[src/rtl/sigdel_mc.sv]
// Multi-channel sigma-delta DAC modulator. Each channel runs in first- or second-order mode.
// Samples are double-buffered (shadow -> active) and a shared prescaler sets the update rate.
module sigdel_mc #(
  parameter int WIDTH    = 8,
  parameter int CHANNELS = 2,
  parameter int DIV_W    = 8,
  localparam int CH_W    = (CHANNELS > 1) ? $clog2(CHANNELS) : 1
) (
  input  logic                clk,
  input  logic                rst_n,
  input  logic                en,
  input  logic [DIV_W-1:0]    div,
  input  logic [CHANNELS-1:0] mode,
  input  logic                in_valid,
  input  logic [CH_W-1:0]     in_ch,
  input  logic [WIDTH-1:0]    in_data,
  output logic [CHANNELS-1:0] out,
  output logic                tick
);

  // The integrators are WIDTH+4 bits wide. The sums use two extra bits of headroom,
  // so saturation can be detected before the result is truncated.
  localparam int IW = WIDTH + 4;
  localparam int EW = WIDTH + 6;
  localparam logic signed [EW-1:0] SAT_MAX = {{(EW-IW+1){1'b0}}, {(IW-1){1'b1}}};
  localparam logic signed [EW-1:0] SAT_MIN = {{(EW-IW+1){1'b1}}, {(IW-1){1'b0}}};
  localparam logic signed [EW-1:0] F_EXT   = {{(EW-WIDTH-1){1'b0}}, 1'b1, {WIDTH{1'b0}}};

  function automatic logic signed [IW-1:0] sat(input logic signed [EW-1:0] v);
    if (v > SAT_MAX)
      sat = SAT_MAX[IW-1:0];
    else if (v < SAT_MIN)
      sat = SAT_MIN[IW-1:0];
    else
      sat = v[IW-1:0];
  endfunction

  logic [DIV_W-1:0] cnt_reg;
  logic             upd;

  assign upd = en && (cnt_reg >= div);

  always_ff @(posedge clk or negedge rst_n) begin
    if (!rst_n) begin
      cnt_reg <= '0;
      tick    <= 1'b0;
    end else if (!en) begin
      cnt_reg <= '0;
      tick    <= 1'b0;
    end else begin
      cnt_reg <= upd ? '0 : cnt_reg + 1'b1;
      tick    <= upd;
    end
  end

  for (genvar gi = 0; gi < CHANNELS; gi++) begin : g_ch
    logic [WIDTH-1:0]     shadow_reg;
    logic [WIDTH-1:0]     active_reg;
    logic [WIDTH-1:0]     acc_reg;
    logic signed [IW-1:0] i1_reg;
    logic signed [IW-1:0] i2_reg;
    logic                 mode_prev_reg;
    logic                 y_reg;

    logic [WIDTH:0]       fo_sum;
    logic signed [EW-1:0] x_ext;
    logic signed [EW-1:0] fb_ext;
    logic signed [EW-1:0] i1_sum;
    logic signed [EW-1:0] i2_sum;
    logic signed [IW-1:0] i1_next;
    logic signed [IW-1:0] i2_next;
    logic                 so_bit;

    always_comb begin
      fo_sum  = {1'b0, acc_reg} + {1'b0, active_reg};
      x_ext   = {{(EW-WIDTH){1'b0}}, active_reg};
      fb_ext  = y_reg ? F_EXT : '0;
      i1_sum  = {{(EW-IW){i1_reg[IW-1]}}, i1_reg} + x_ext - fb_ext;
      i1_next = sat(i1_sum);
      // The second stage integrates the already-saturated first-stage value.
      i2_sum  = {{(EW-IW){i2_reg[IW-1]}}, i2_reg} + {{(EW-IW){i1_next[IW-1]}}, i1_next} - fb_ext;
      i2_next = sat(i2_sum);
      so_bit  = !i2_next[IW-1] && (i2_next != '0);
    end

    always_ff @(posedge clk or negedge rst_n) begin
      if (!rst_n) begin
        shadow_reg    <= '0;
        active_reg    <= '0;
        acc_reg       <= '0;
        i1_reg        <= '0;
        i2_reg        <= '0;
        mode_prev_reg <= 1'b0;
        y_reg         <= 1'b0;
      end else begin
        if (in_valid && (in_ch == CH_W'(gi)))
          shadow_reg <= in_data;
        if (!en) begin
          acc_reg <= '0;
          i1_reg  <= '0;
          i2_reg  <= '0;
          y_reg   <= 1'b0;
        end else if (upd) begin
          active_reg    <= shadow_reg;
          mode_prev_reg <= mode[gi];
          if (mode[gi] != mode_prev_reg) begin
            acc_reg <= '0;
            i1_reg  <= '0;
            i2_reg  <= '0;
            y_reg   <= 1'b0;
          end else if (mode[gi]) begin
            i1_reg <= i1_next;
            i2_reg <= i2_next;
            y_reg  <= so_bit;
          end else begin
            acc_reg <= fo_sum[WIDTH-1:0];
            y_reg   <= fo_sum[WIDTH];
          end
        end
      end
    end

    assign out[gi] = y_reg;
  end

endmodule

[config.mk]
export PLATFORM = sky130hd
export DESIGN_NAME = sigdel_mc
export DESIGN_NICKNAME = d
export VERILOG_FILES = /design/src/rtl/sigdel_mc.sv
export SDC_FILE = /design/constraint.sdc
export NUM_CORES = 1
export LEC_CHECK = 0
export BUFFER_PORTS_ARGS = -buffer_cell sky130_fd_sc_hd__buf_2
export CORE_AREA = 10 10 96 161
export CTS_CLUSTER_SIZE = 24
export DETAILED_ROUTE_END_ITERATION = 7
export DIE_AREA = 0 0 106 171
export PLACE_DENSITY_LB_ADDON = 0.1
export SLEW_MARGIN = 20
export SYNTH_ARGS = -nofsm -noshare
export SYNTH_HDL_FRONTEND = slang
export SYNTH_SLANG_ARGS = --single-unit
[constraint.sdc]
create_clock -name clk -period 14.9 [get_ports clk]
set_clock_uncertainty 0.2 [all_clocks]
set_input_delay 0.745 -clock clk [delete_from_list [all_inputs] [get_ports clk]]
set_output_delay 0.745 -clock clk [all_outputs]
set_load 0.02 [all_outputs]
After elaboration in Yosys (flattened, before gate mapping)
Index checks and enable logic that the tools add are counted.
{ "classes": {"n_div": 0, "n_mul": 0, "add_sub_neg": 11, "n_shift": 0, "n_reduce_logical": 14, "bitwise": 1, "eq_ne": 7, "n_lt_le_gt_ge": 9, "muxes": 45} }
{ "ops": {"columns": ["cell", "n"], "rows": [
  ["two-way mux 12 bit", 24],
  ["two-way mux 8 bit", 10],
  ["> comparator 14 x 12 -> 1 bit (second input constant)", 4],
  ["< comparator 14 x 12 -> 1 bit (second input constant)", 4],
  ["subtractor 13 x 10 -> 14 bit", 4],
  ["adder 12 x 12 -> 13 bit", 2],
  ["adder 12 x 9 -> 13 bit", 2],
  ["nonzero test 12 bit", 2],
  ["adder 8 x 8 -> 9 bit", 2],
  ["two-way mux 9 bit", 2],
  ["AND reduction 2 bit", 5],
  ["two-way mux 1 bit", 9],
  ["adder 8 x 1 -> 8 bit (second input constant)", 1],
  [">= comparator 8 bit", 1],
  ["!= test 3 x 1 -> 1 bit (second input constant)", 2],
  ["!= test 3 x 2 -> 1 bit (second input constant)", 2],
  ["logical AND 1 bit", 5],
  ["logical NOT 1 bit", 2],
  ["!= test 1 bit", 2],
  ["!= test 2 x 1 -> 1 bit (second input constant)", 1],
  ["inverter 1 bit", 1]
]} }
{ "totals": {"output_inout_bits": 3, "ramBits": 0, "latchBits": 0, "rom_bits": 0, "inputBits": 23, "wordCells": 103, "register_bits": 109, "mem_count": 0} }

Longest topological paths before layout
{ "logic_depth": {"word_depth": 16, "mapped_depth": 24, "depth_no_buf": 21} }

Worst setup path after synthesis
Ideal clock, no wire load.
{ "synth_path": {"kind": "reg2reg", "from": "register g_ch[0].active_reg[3]", "to": "register g_ch[0].i2_reg[10]", "setup_time_ps": 150, "slack_ps": 9476, "period_less_slack_ps": 5424, "arrival_time_ps": 5075, "n_path_buf": 3, "path_stages_with_launch": 25, "required_time_ps": 14550, "cell_sequence": "dfrtp_1 -> inv_1 -> ha_1 -> inv_1 -> ha_1 -> a21o_1 -> a31o_1 -> a221o_1 -> o21a_1 -> o211a_4 -> or2_1 -> buf_6 -> o21ba_1 -> fa_1 -> inv_1 -> ha_1 -> clkbuf_1 -> a21o_1 -> or2_2 -> or3b_1 -> o2111ai_1 -> nor3_1 -> a21oi_1 -> buf_2 -> o311ai_0"} }
{ "synth_between": {"elab_chain_len": 14, "word_cells_on_any_way": 16, "cone_classes": "add/sub (4); order compare (4); mux (8)"} }
{ "synth_lines": {"columns": ["item", "line_no", "source"], "rows": [
  ["from (decl)", "58", "logic [WIDTH-1:0] active_reg;"],
  ["from (signal assigned)", "104", "active_reg <= shadow_reg;"],
  ["adder 12 x 9 -> 13 bit (*)", "78", "i1_sum = {{(EW-IW){i1_reg[IW-1]}}, i1_reg} + x_ext - fb_ext;"],
  ["subtractor 13 x 10 -> 14 bit (*)", "78", null],
  ["< comparator 14 x 12 -> 1 bit", "32", "else if (v < SAT_MIN)"],
  ["two-way mux 12 bit", "32", null],
  ["two-way mux 12 bit (*)", "30", "if (v > SAT_MAX)"],
  ["adder 12 x 12 -> 13 bit (*)", "81", "i2_sum = {{(EW-IW){i2_reg[IW-1]}}, i2_reg} + {{(EW-IW){i1_next[IW-1]}}, i1_next} - fb_ext;"],
  ["subtractor 13 x 10 -> 14 bit (*)", "81", null],
  ["< comparator 14 x 12 -> 1 bit", "32", null],
  ["two-way mux 12 bit", "32", null],
  ["two-way mux 12 bit (*)", "30", null],
  ["two-way mux 12 bit (*)", "111", "end else if (mode[gi]) begin"],
  ["two-way mux 12 bit (*)", "106", "if (mode[gi] != mode_prev_reg) begin"],
  ["two-way mux 12 bit (*)", "103", "end else if (upd) begin"],
  ["two-way mux 12 bit (*)", "98", "if (!en) begin"],
  ["to (signal assigned)", "113", "i2_reg <= i2_next;"],
  ["to (decl)", "61", "logic signed [IW-1:0] i2_reg;"]
]} }
Every way passes the cells marked *; elsewhere a longest branch is shown, timed or not. The select of a mux whose other input is x is not followed.
A chain may end at the register's enable or synchronous reset.

Worst setup path after layout
{ "layout_path": {"from": "register g_ch[1].active_reg[3]", "to": "register g_ch[1].i2_reg[5]"} }
{ "layout_between": {"elab_chain_len": 14, "word_cells_on_any_way": 16, "cone_classes": "add/sub (4); order compare (4); mux (8)"} }
{ "layout_lines": {"columns": ["item", "line_no"], "rows": [
  ["from (decl)", "58"],
  ["from (signal assigned)", "104"],
  ["adder 12 x 9 -> 13 bit (*)", "78"],
  ["subtractor 13 x 10 -> 14 bit (*)", "78"],
  ["< comparator 14 x 12 -> 1 bit", "32"],
  ["two-way mux 12 bit", "32"],
  ["two-way mux 12 bit (*)", "30"],
  ["adder 12 x 12 -> 13 bit (*)", "81"],
  ["subtractor 13 x 10 -> 14 bit (*)", "81"],
  ["< comparator 14 x 12 -> 1 bit", "32"],
  ["two-way mux 12 bit", "32"],
  ["two-way mux 12 bit (*)", "30"],
  ["two-way mux 12 bit (*)", "111"],
  ["two-way mux 12 bit (*)", "106"],
  ["two-way mux 12 bit (*)", "103"],
  ["two-way mux 12 bit (*)", "98"],
  ["to (signal assigned)", "113"],
  ["to (decl)", "61"]
]} }
Marks and branches as above.

==> metrics.cfg <==
[outcome]
status=complete, no violations

[critical_path]
crit_fanout=11
crit_path_start=g_ch[1].active_reg[3]
path_class=reg2reg
max_stage_delay_ns=0.75
arrival_ns=6.50
ff2ff_setup_slack_ns=8.49
reg2reg_from=g_ch[1].active_reg[3]
start_kind=flip-flop
cpMaxStageDelayCell=a31oi_1
end_kind=flip-flop
cp_data_required_time_ns=14.99
crit_chain=inv_1 > ha_1 > inv_1 > ha_1 > a21o_1 > a31o_2 > a41oi_2 > o31a_2 > mux2i_1 > or2_1 > a21oi_1 > fa_1 > inv_1 > ha_1 > a21oi_1 > a2bb2oi_1 > o31ai_2 > or3_1 > a211o_1 > a31oi_1 > a221o_1
reg2regPathDepth=21
worstReg2RegEnd=g_ch[1].i2_reg[5]

[yosys]
synth_area_um2=8594
synth_cell_types=75
syn_inst=979
synth_top_flop_cell=dfrtp_1
ys_seq_elements=109
ys_async_sr_fraction=1.000
avgSynthCellArea_um2=8.779
yosys_warnings=0
syn-num-nets=1115
ys_seq_area_frac=0.3174
synth_edf_count=0

[worst_hold_path]
hp-class=in2async

[global_route]
grt_pass1_vias=7379
grt_use_total=0.2384
grt_overflow=0
grt_antenna_before_repair=0
grt_pass1_wl_um=35040
grt_max_degree=59

[die]
die_y_um=171
start_util=0.6715
dieArea_um2=18130
core-area_um2=12800
die_x_um=106
rows=55
ios=26

[finish]
area_growth_syn_to_layout_pct=6.886
layout_commonest_cell=inv_1
fillers=1078
fin_area_um2=9186
drive_above_1_share=0.08492
antenna_cells=0
fin_nets=1132
instances_no_fill=1172
final_cell_mix=inv_1 (153), ha_1 (109), dfrtp_1 (109)

[place]
port_buffers=25
dpl.hpwl_um=16500
placed_cells=1156
finalWeightedCongestion=0.9022
postPlaceCellArea_um2=8872

[clock_tree]
hold_buffers=0
clk_latency_ns=0.36
cts_tree=done
clock_path_buffers=2
cts-root-buf=clkbuf_16
post_cts_buffers=0
cts_sinks=109
cts_buffers=9
clk_pin_slew_ns=0.09
cts_resized=0
htree_levels=3

[drt]
antenna_left=0
drt_first_pass_iters=5
wire_per_inst_um=17.80
drc_errors=0
drt_wl_total_um=20860
drt_iter0_drc=269
vias_per_cell=6.140
dr_total_vias=7196

[timing]
rsz0062_at_grt=no
relSlewSlack=0.2930
max_freq_ghz=0.1560
finalSetupTns_ns=0
post-route-min-period_ns=6.411
worstMarginPinSlew_ns=1.056
setup_violations=0
hold_violations=0
slew_violations=0
post-route-period-util=0.4303

[job]
cap_violations=0

-- routing by layer --
metal | wire length [um] | track usage
met2 | 11760 | 0.4641
met4 | 1070 | 0.1295
met1 | 7418 | 0.2331
met3 | 608 | 0.03202
met5 | 0 | 0
-- Yosys cell counts, types with 4 or more instances --
master,number,share of area
a22o_1,17,0.017
fa_1,4,0.0093
a21o_1,17,0.015
buf_2,6,0.0035
xor2_1,21,0.021
or3_1,7,0.0051
nor3_1,17,0.0099
o311ai_0,11,0.011
a32oi_1,13,0.013
a21oi_1,51,0.030
and2_1,6,0.0044
clkbuf_1,15,0.0066
dfrtp_1,109,0.32
o21ai_0,59,0.034
a31oi_1,9,0.0066
a221o_1,10,0.012
or2_2,5,0.0036
mux2_2,16,0.021
ha_1,109,0.16
nor2_1,40,0.017
nand2_1,94,0.041
o21bai_1,4,0.0035
o31ai_1,9,0.0079
xnor2_1,26,0.026
o211ai_1,12,0.010
inv_1,153,0.067
nor2b_1,10,0.0073
nand2b_1,16,0.012
o21a_1,15,0.013
and3_1,8,0.0058
a211oi_1,6,0.0052
nand3_1,15,0.0087
-- worst max path at each step --
stage | slack (ns) | to
after global routing | 8.10 | g_ch[1].i2_reg[10]
after detailed placement | 8.54 | g_ch[1].i2_reg[3]
after CTS | 8.53 | g_ch[1].i2_reg[5]
after global placement | 8.68 | g_ch[1].i2_reg[9]
after floorplan | 9.48 | g_ch[0].i2_reg[10]
final | 8.49 | g_ch[1].i2_reg[5]
-- critical path: cells and delay by family (launching register included) --
family / cells / cell delay [ns]
compound gates: 11 / 3.02
fa+ha+maj: 4 / 1.48
buf+inv: 3 / 0.14
flops: 1 / 0.36
mux: 1 / 0.42
simple gates: 2 / 0.71
-- cells by family (layout without fill, tap and decap cells) --
logic type,Yosys count,count (layout),synth area share
AO/OA/AOI/OAI,275,275,0.2280
XOR/XNOR,47,47,0.04790
adder cells (fa/ha/maj),113,113,0.1680
buffers and inverters,178,200,0.08080
flip-flops,109,109,0.3174
multiplexers,18,18,0.02329
AND/OR/NAND/NOR,239,239,0.1347
-- stage by stage --
step	hold WS, ns	utilization	setup WS [ns]
floorplan	0.2331	-	9.476
global placement	0.2472	0.6927	8.682
detailed placement	0.2562	0.6932	8.536
CTS	0.2672	0.7177	8.530
global route	0.2983	0.7177	8.097
finish	0.2480	0.7177	8.489
-- cell type report --
class	instances	area, um2	area share
clock buffers	9	225.2	0.02452
clock inverters	7	88.84	0.009670
inverters	153	574.3	0.06252
multi-input cells	692	5184	0.5643
flip-flops and latches	109	2728	0.2969
well taps	171	214.0	0.02329
repair buffers	31	172.7	0.01880
Power is left out: the tool's default activity adds up to more than one toggle a clock period on the data nets, which glitch-free logic cannot reach.
